===== src/rtl/speedy_inv_sbox_serial.sv =====
// Inverse SPEEDY 6-bit S-box layer, PER_CYCLE lanes substituted per clock.
// Valid/ready on both sides; out_data mirrors the state register at all times.
module speedy_inv_sbox_serial #(
    parameter int LANES     = 32,
    parameter int PER_CYCLE = 8
) (
    input  logic               clk,
    input  logic               rst,
    input  logic               clr,
    input  logic               in_valid,
    output logic               in_ready,
    input  logic [6*LANES-1:0] in_data,
    output logic               out_valid,
    input  logic               out_ready,
    output logic [6*LANES-1:0] out_data,
    output logic               busy
);

    localparam int NCYC = LANES / PER_CYCLE;
    localparam int CW   = (NCYC > 1) ? $clog2(NCYC) : 1;
    localparam int CHW  = 6 * PER_CYCLE;
    localparam logic [CW-1:0] LAST = CW'(NCYC - 1);

    localparam logic [1:0] S_IDLE = 2'd0;
    localparam logic [1:0] S_BUSY = 2'd1;
    localparam logic [1:0] S_DONE = 2'd2;

    // Table is stored in reversed bit order, so both index and result are flipped.
    function automatic logic [5:0] rev6(input logic [5:0] v);
        return {v[0], v[1], v[2], v[3], v[4], v[5]};
    endfunction

    function automatic logic [5:0] sinv_raw(input logic [5:0] y);
        logic [5:0] r;
        r = 6'h00;
        case (y)
            6'h00: r = 6'h01;
            6'h01: r = 6'h0d;
            6'h02: r = 6'h20;
            6'h03: r = 6'h03;
            6'h04: r = 6'h0a;
            6'h05: r = 6'h1d;
            6'h06: r = 6'h21;
            6'h07: r = 6'h0b;
            6'h08: r = 6'h00;
            6'h09: r = 6'h02;
            6'h0a: r = 6'h28;
            6'h0b: r = 6'h22;
            6'h0c: r = 6'h08;
            6'h0d: r = 6'h09;
            6'h0e: r = 6'h2a;
            6'h0f: r = 6'h23;
            6'h10: r = 6'h05;
            6'h11: r = 6'h2d;
            6'h12: r = 6'h11;
            6'h13: r = 6'h07;
            6'h14: r = 6'h1a;
            6'h15: r = 6'h27;
            6'h16: r = 6'h15;
            6'h17: r = 6'h25;
            6'h18: r = 6'h12;
            6'h19: r = 6'h3d;
            6'h1a: r = 6'h10;
            6'h1b: r = 6'h29;
            6'h1c: r = 6'h18;
            6'h1d: r = 6'h19;
            6'h1e: r = 6'h35;
            6'h1f: r = 6'h2b;
            6'h20: r = 6'h0e;
            6'h21: r = 6'h26;
            6'h22: r = 6'h30;
            6'h23: r = 6'h0f;
            6'h24: r = 6'h1e;
            6'h25: r = 6'h2e;
            6'h26: r = 6'h31;
            6'h27: r = 6'h1f;
            6'h28: r = 6'h36;
            6'h29: r = 6'h06;
            6'h2a: r = 6'h32;
            6'h2b: r = 6'h38;
            6'h2c: r = 6'h16;
            6'h2d: r = 6'h3e;
            6'h2e: r = 6'h33;
            6'h2f: r = 6'h3a;
            6'h30: r = 6'h0c;
            6'h31: r = 6'h2c;
            6'h32: r = 6'h13;
            6'h33: r = 6'h24;
            6'h34: r = 6'h1c;
            6'h35: r = 6'h2f;
            6'h36: r = 6'h17;
            6'h37: r = 6'h1b;
            6'h38: r = 6'h04;
            6'h39: r = 6'h3c;
            6'h3a: r = 6'h34;
            6'h3b: r = 6'h39;
            6'h3c: r = 6'h37;
            6'h3d: r = 6'h3f;
            6'h3e: r = 6'h14;
            6'h3f: r = 6'h3b;
            default: r = 6'h00;
        endcase
        return r;
    endfunction

    function automatic logic [5:0] sinv(input logic [5:0] y);
        return rev6(sinv_raw(rev6(y)));
    endfunction

    logic [1:0]         r_state;
    logic [CW-1:0]      r_cnt;
    logic [6*LANES-1:0] r_st;
    logic [CHW-1:0]     w_chunk;
    logic [CHW-1:0]     w_sub;

    always_comb begin
        w_chunk = '0;
        for (int c = 0; c < NCYC; c++) begin
            if (r_cnt == CW'(c)) begin
                w_chunk = r_st[c*CHW +: CHW];
            end
        end
    end

    for (genvar j = 0; j < PER_CYCLE; j++) begin : g_sbox
        assign w_sub[6*j +: 6] = sinv(w_chunk[6*j +: 6]);
    end

    always_ff @(posedge clk or posedge rst) begin
        if (rst) begin
            r_state <= S_IDLE;
            r_cnt   <= '0;
            r_st    <= '0;
        end else if (clr) begin
            r_state <= S_IDLE;
            r_cnt   <= '0;
        end else begin
            case (r_state)
                S_IDLE: begin
                    if (in_valid) begin
                        r_st    <= in_data;
                        r_cnt   <= '0;
                        r_state <= S_BUSY;
                    end
                end
                S_BUSY: begin
                    for (int c = 0; c < NCYC; c++) begin
                        if (r_cnt == CW'(c)) begin
                            r_st[c*CHW +: CHW] <= w_sub;
                        end
                    end
                    if (r_cnt == LAST) begin
                        r_cnt   <= '0;
                        r_state <= S_DONE;
                    end else begin
                        r_cnt <= r_cnt + 1'b1;
                    end
                end
                S_DONE: begin
                    if (out_ready) begin
                        r_state <= S_IDLE;
                    end
                end
                default: begin
                    r_state <= S_IDLE;
                    r_cnt   <= '0;
                end
            endcase
        end
    end

    assign in_ready  = (r_state == S_IDLE);
    assign out_valid = (r_state == S_DONE);
    assign busy      = (r_state != S_IDLE);
    assign out_data  = r_st;

endmodule

===== config.mk =====
export PLATFORM = sky130hd
export DESIGN_NAME = speedy_inv_sbox_serial
export DESIGN_NICKNAME = d
export VERILOG_FILES = /design/src/rtl/speedy_inv_sbox_serial.sv
export SDC_FILE = /design/constraint.sdc
export NUM_CORES = 1
export LEC_CHECK = 0
export CAP_MARGIN = 5
export CORE_UTILIZATION = 46
export DETAILED_ROUTE_END_ITERATION = 8
export GPL_TIMING_DRIVEN = 0
export PLACE_DENSITY_LB_ADDON = 0.12
export REMOVE_ABC_BUFFERS = 1
export SLEW_MARGIN = 5
export SYNTH_ARGS = -nofsm -noshare
export SYNTH_HDL_FRONTEND = slang
export SYNTH_SLANG_ARGS = --single-unit

===== constraint.sdc =====
create_clock -name clk -period 6.6 [get_ports clk]
set_clock_uncertainty 0.15 [all_clocks]
set_input_delay 1.65 -clock clk [delete_from_list [all_inputs] [get_ports clk]]
set_output_delay 1.65 -clock clk [all_outputs]
set_load 0.01 [all_outputs]

# Word-level counts from Yosys, hierarchy flattened
# Memory sizes are Yosys's and may differ from the RTL's.
# Cells that the tools add are included.
# word_totals
wordCells	59
register_bits	196
rom_bits	3072
in_bits	197
output_inout_bits	195
mem_count	8
# op_classes
n_reduce_logical	10
n_addsub	1
n_mux	19
n_eq_ne	14
bitwise	1
# memory_table
name	words	word_bits	rd	rd_ports_with_merged_regs	wr	line_no	source
(name not given)	64	6	1	0	0	36	case (y)
(name not given)	64	6	1	0	0	36	
(name not given)	64	6	1	0	0	36	
(name not given)	64	6	1	0	0	36	
(name not given)	64	6	1	0	0	36	
(name not given)	64	6	1	0	0	36	
2 more memories	--	--	--	--	--	--	
# op_table
op	n
48-bit two-way mux	8
192-bit one-hot mux with 2 select lines	1
192-bit two-way mux	1
4-bit AND reduction	4
2-bit two-way mux	7
2-bit != test (second input constant)	6
2-bit one-hot mux with 3 select lines	2
2-bit == test (second input constant)	3
3-bit != test (second input constant)	2
2-bit by 1-bit == test with 1-bit output (second input constant)	2
2-bit logical NOT	2
2-bit nonzero test	2
3-bit by 2-bit != test with 1-bit output (second input constant)	1
3-bit AND reduction	1
2-bit by 1-bit adder with 2-bit output (second input constant)	1
2-bit AND reduction	1
1-bit NOT	1

# Logic depth before layout (Yosys ltp)
# An unclocked memory read counts as a cell.
# logic_depth
depth_word	8
mapped_depth	17
depth_no_buf	14

# Worst setup path after synthesis
# No wires, ideal clock.
# synth_timing
path_type	register to register
startpoint	register r_cnt[0]
endpoint	register r_st[8], in the netlist out_data[8]
stages_incl_launch_ff	15
arrival_ns	3.203
required_time_ns	6.329
setup_time_ns	0.121
n_path_buf	3
path_slack_ns	3.126
path_cell_list	dfrtp_1 ha_1 buf_6 inv_2 buf_4 buf_2 o22ai_1 nor2_1 inv_1 ha_1 nor2_1 a2111oi_0 o41a_1 o21a_1 o22a_1
# synth_between
elab_chain_len	8
# synth_rtl
element	line_no	source
from (decl)	111	logic [CW-1:0] r_cnt;
from (signal assigned)	156	r_cnt <= r_cnt + 1'b1;
2-bit logical NOT	119, 148	
48-bit two-way mux (4 in series)	119	if (r_cnt == CW'(c)) begin
memory 64 x 6 bit	--	
48-bit two-way mux	148	if (r_cnt == CW'(c)) begin
192-bit one-hot mux with 2 select lines	138	case (r_state)
to (signal assigned)	141	r_st <= in_data;
to (signal, indexed assignment)	149	r_st[c*CHW +: CHW] <= w_sub;
to (decl)	112	logic [6*LANES-1:0] r_st;
# Several ways; a longest one is shown, not always the timed one. The select of a mux whose other input is x is not followed.
# A chain may end at the register's enable or synchronous reset.

# Final worst setup path
# layout_timing
startpoint	register r_cnt[0]
endpoint	register r_st[32], in the netlist out_data[32]
# The elaborated chain is that of the path after synthesis.

==> impl_metrics.toml <==
[synthesis]
yosysTopAreaCellShare_pct = 32.0
yosysWarnings = 0
synth_enable_flop_cells = 0
syn-instance-count = 2010
syn_area_um2 = 15300
synth_top_area_cell = "dfrtp_1"
synth-seq-area-share_pct = 32.0
synthArstFlopShare_pct = 100
synth_cell_types = 81
avgSynthCellArea_um2 = 7.63
synth-main-ff-cell = "dfrtp_1"
ys_ff_latch = 196
netlist_top_cells_area = "dfrtp_1 (32%), a21oi_1 (9.9%), nor2_1 (6.0%)"

[clock_network]
h-tree-depth = 4
clk_latency_ps = 460
clk_pin_slew_ps = 80
clockBufferDepth = 2
cts_root_buf = "clkbuf_16"
cts_sinks = 196
cts_setup_buffers = 0
ctsHoldBuffers = 0
cts_buffers = 17
cts_tree = "built"
cts_resized = 0

[cells_and_area]
multi_input_area_um2 = 9640
seqCellArea_um2 = 4900
diodes = 0
area_growth_pct = 31.9
drive_gt1_share_pct = 5.32
post-route-util_pct = 61.9
n_fill_cell = 2882
fin_cells = 2717
nNetsFinal = 2528

[sta]
grt_setup_unrepaired = "false"
fin_ws_ps = 939
holdWs_ps = 367
worst_slew_margin_rel_pct = 13.9
hold_viol_final = 0
finalCritPeriodShare_pct = 85.8
final-setup-viol-count = 0
fmax_mhz = 177
layout_min_cycle_time_ps = 5660
tightest_slew_ps = 1290
slew_violations = 0

[critical_path]
crit_slowest_cell = "or2_1"
cp_num_buf_inv = 2
regToRegSetupSlack_ps = 940
crit_chain = "ha_2, buf_12, or2_1, a211oi_1, nor2_1, inv_1, ha_1, o21ai_0, nand2_1, nor3_1, nor4_1, a211oi_1, o21ai_0"
crit_type = "register to register"
slowest_delay_ps = 1010
critPathRequiredTime_ps = 6760
critPathTopFamily = "simple AND/OR/NAND/NOR gates"
cp-start-kind = "register"
crit_fanout = 33
crit_arrival_ps = 5820
critPathCaptureType = "register"

[place]
finalWeightedCongestion = 0.965
port-buffer-count = 391
post-place-cells = 2684
hpwl_mm = 39.4
dpl_worst_slack_ps = 1060

[floorplan]
rows = 66
die_w_um = 185
dieArea_um2 = 34100
design.core.area_um2 = 32700
ios = 392
initial_core_util_pct = 46.9
die_y_um = 185

[drt]
drt_pass1_iterations = 7
dr_total_vias = 17378
antenna_left = 0
vias_per_cell = 6.40
post-route-drc-count = 0
detail_route.iter0.violations = 1898
wl_per_cell_um = 22.2
routed_wl_mm = 60.2

[outcome]
status = "finished clean"

[grt]
antenna_found_initial = 0
overflow = 0
grt_pass1_vias = 16412
grt_max_degree = 118
grt_pass1_wl_mm = 92.6
grtUsageTotal_pct = 34.7

[pwr]
power.density_nw_per_um2 = 345
leakage_nw = 7.90
ir_drop_v = 0.000196
power.total_mw = 6.99

[min_path]
min_path_type = "register to register"

[job]
drv_cap = 0
-- stage by stage --
step	TNS, ps	instance area [um^2]
floorplan	-105960	14500
global placement	-951160	19000
detailed placement	0	19600
CTS	0	20200
global route	0	20200
finish	0	20200
-- area by class of cell --
cell class                      count  share of cell area (%)
Inverter                           35                   0.686
Clock buffer                       20                    2.16
Multi-Input combinational cell   1600                    47.6
Tap cell                          442                    2.73
Sequential cell                   196                    24.2
Clock inverter                     11                   0.983
Timing Repair Buffer              413                    21.6
-- Yosys cell counts (all sizes together), types with 10 or more instances --
master	n
a21oi	307
nor2	246
nand2	231
dfrtp	196
o21ai	180
clkbuf	103
buf	76
ha	68
a211oi	57
o211ai	55
nand3	42
a31oi	35
inv	35
mux2i	25
nor3	25
o22ai	22
a22o	20
o311ai	17
a22oi	16
o31ai	16
a211o	15
nand3b	14
a311oi	13
nor2b	13
or2	13
nand2b	10
-- layout by cell type (no fill, tap or decap), types with 9 or more instances in the layout --
cell	count
a31oi_1	32
a311oi_1	9
a21oi_1	305
nor2_1	240
inv_1	33
a22o_1	20
nor3_1	25
mux2i_1	25
a211oi_1	51
nand2_1	229
nand2b_1	9
clkdlybuf4s50_1	391
a22oi_1	16
o21ai_0	173
nand3_1	42
nand3b_1	14
o31ai_1	16
clkbuf_16	17
ha_1	64
mux2_2	9
a211o_1	15
o311ai_0	11
o22ai_1	22
o22a_1	9
o211ai_1	52
dfrtp_1	196
nor2b_1	12
buf_12	10
-- sequential cells by signal (all words and copies together) (netlist names) --
register	cells
out_data	192
r_cnt	2
r_state	2
-- routing by layer --
| layer | wire, um | vias up | track usage (%) |
|---|---|---|---|
| li1 | - | 7877 | - |
| met1 | 24800 | 8344 | 45.4 |
| met2 | 28400 | 1002 | 57.1 |
| met3 | 5030 | 155 | 5.41 |
| met4 | 1930 | 0 | 14.1 |
| met5 | 0 | - | 0 |
-- path summary, 6_finish.rpt --
kind                                                from                   endpoint  depth (start not counted)
worst max-delay path                r_cnt[0]$_DFFE_PP0P_   out_data[32]$_DFFE_PP0P_                         13
worst min-delay path            out_data[53]$_DFFE_PP0P_   out_data[53]$_DFFE_PP0P_                          2
worst max register to register      r_cnt[0]$_DFFE_PP0P_   out_data[32]$_DFFE_PP0P_                         13
worst min register to register  out_data[53]$_DFFE_PP0P_   out_data[53]$_DFFE_PP0P_                          2
max in group asynchronous                            rst  out_data[140]$_DFFE_PP0P_                          3
min in group asynchronous                            rst  out_data[151]$_DFFE_PP0P_                          2
-- power breakdown --
group | total (mW) | internal, mW | switching (mW)
logic | 3.98 | 1.69 | 2.28
clock network | 1.20 | 0.677 | 0.526
registers | 1.82 | 1.52 | 0.298
-- worst reg2reg max path, delay by kind of cell, from the launching register on --
family          cells  cell delay, ps
compound gates      4            1300
fa+ha+maj           2             890
buf+inv             2             570
flops               1             480
simple gates        5            2120
-- cell families after synthesis --
logic type	share of synthesized area [%]
AOI/OAI and AO/OA	35.8
buffers and inverters	6.12
and+or+nand+nor	17.9
DFF	32.0
xor gates and xnor gates	0.285
muxes	2.29
adders and majority gates	5.61
(Power assumes the default switching activity.)
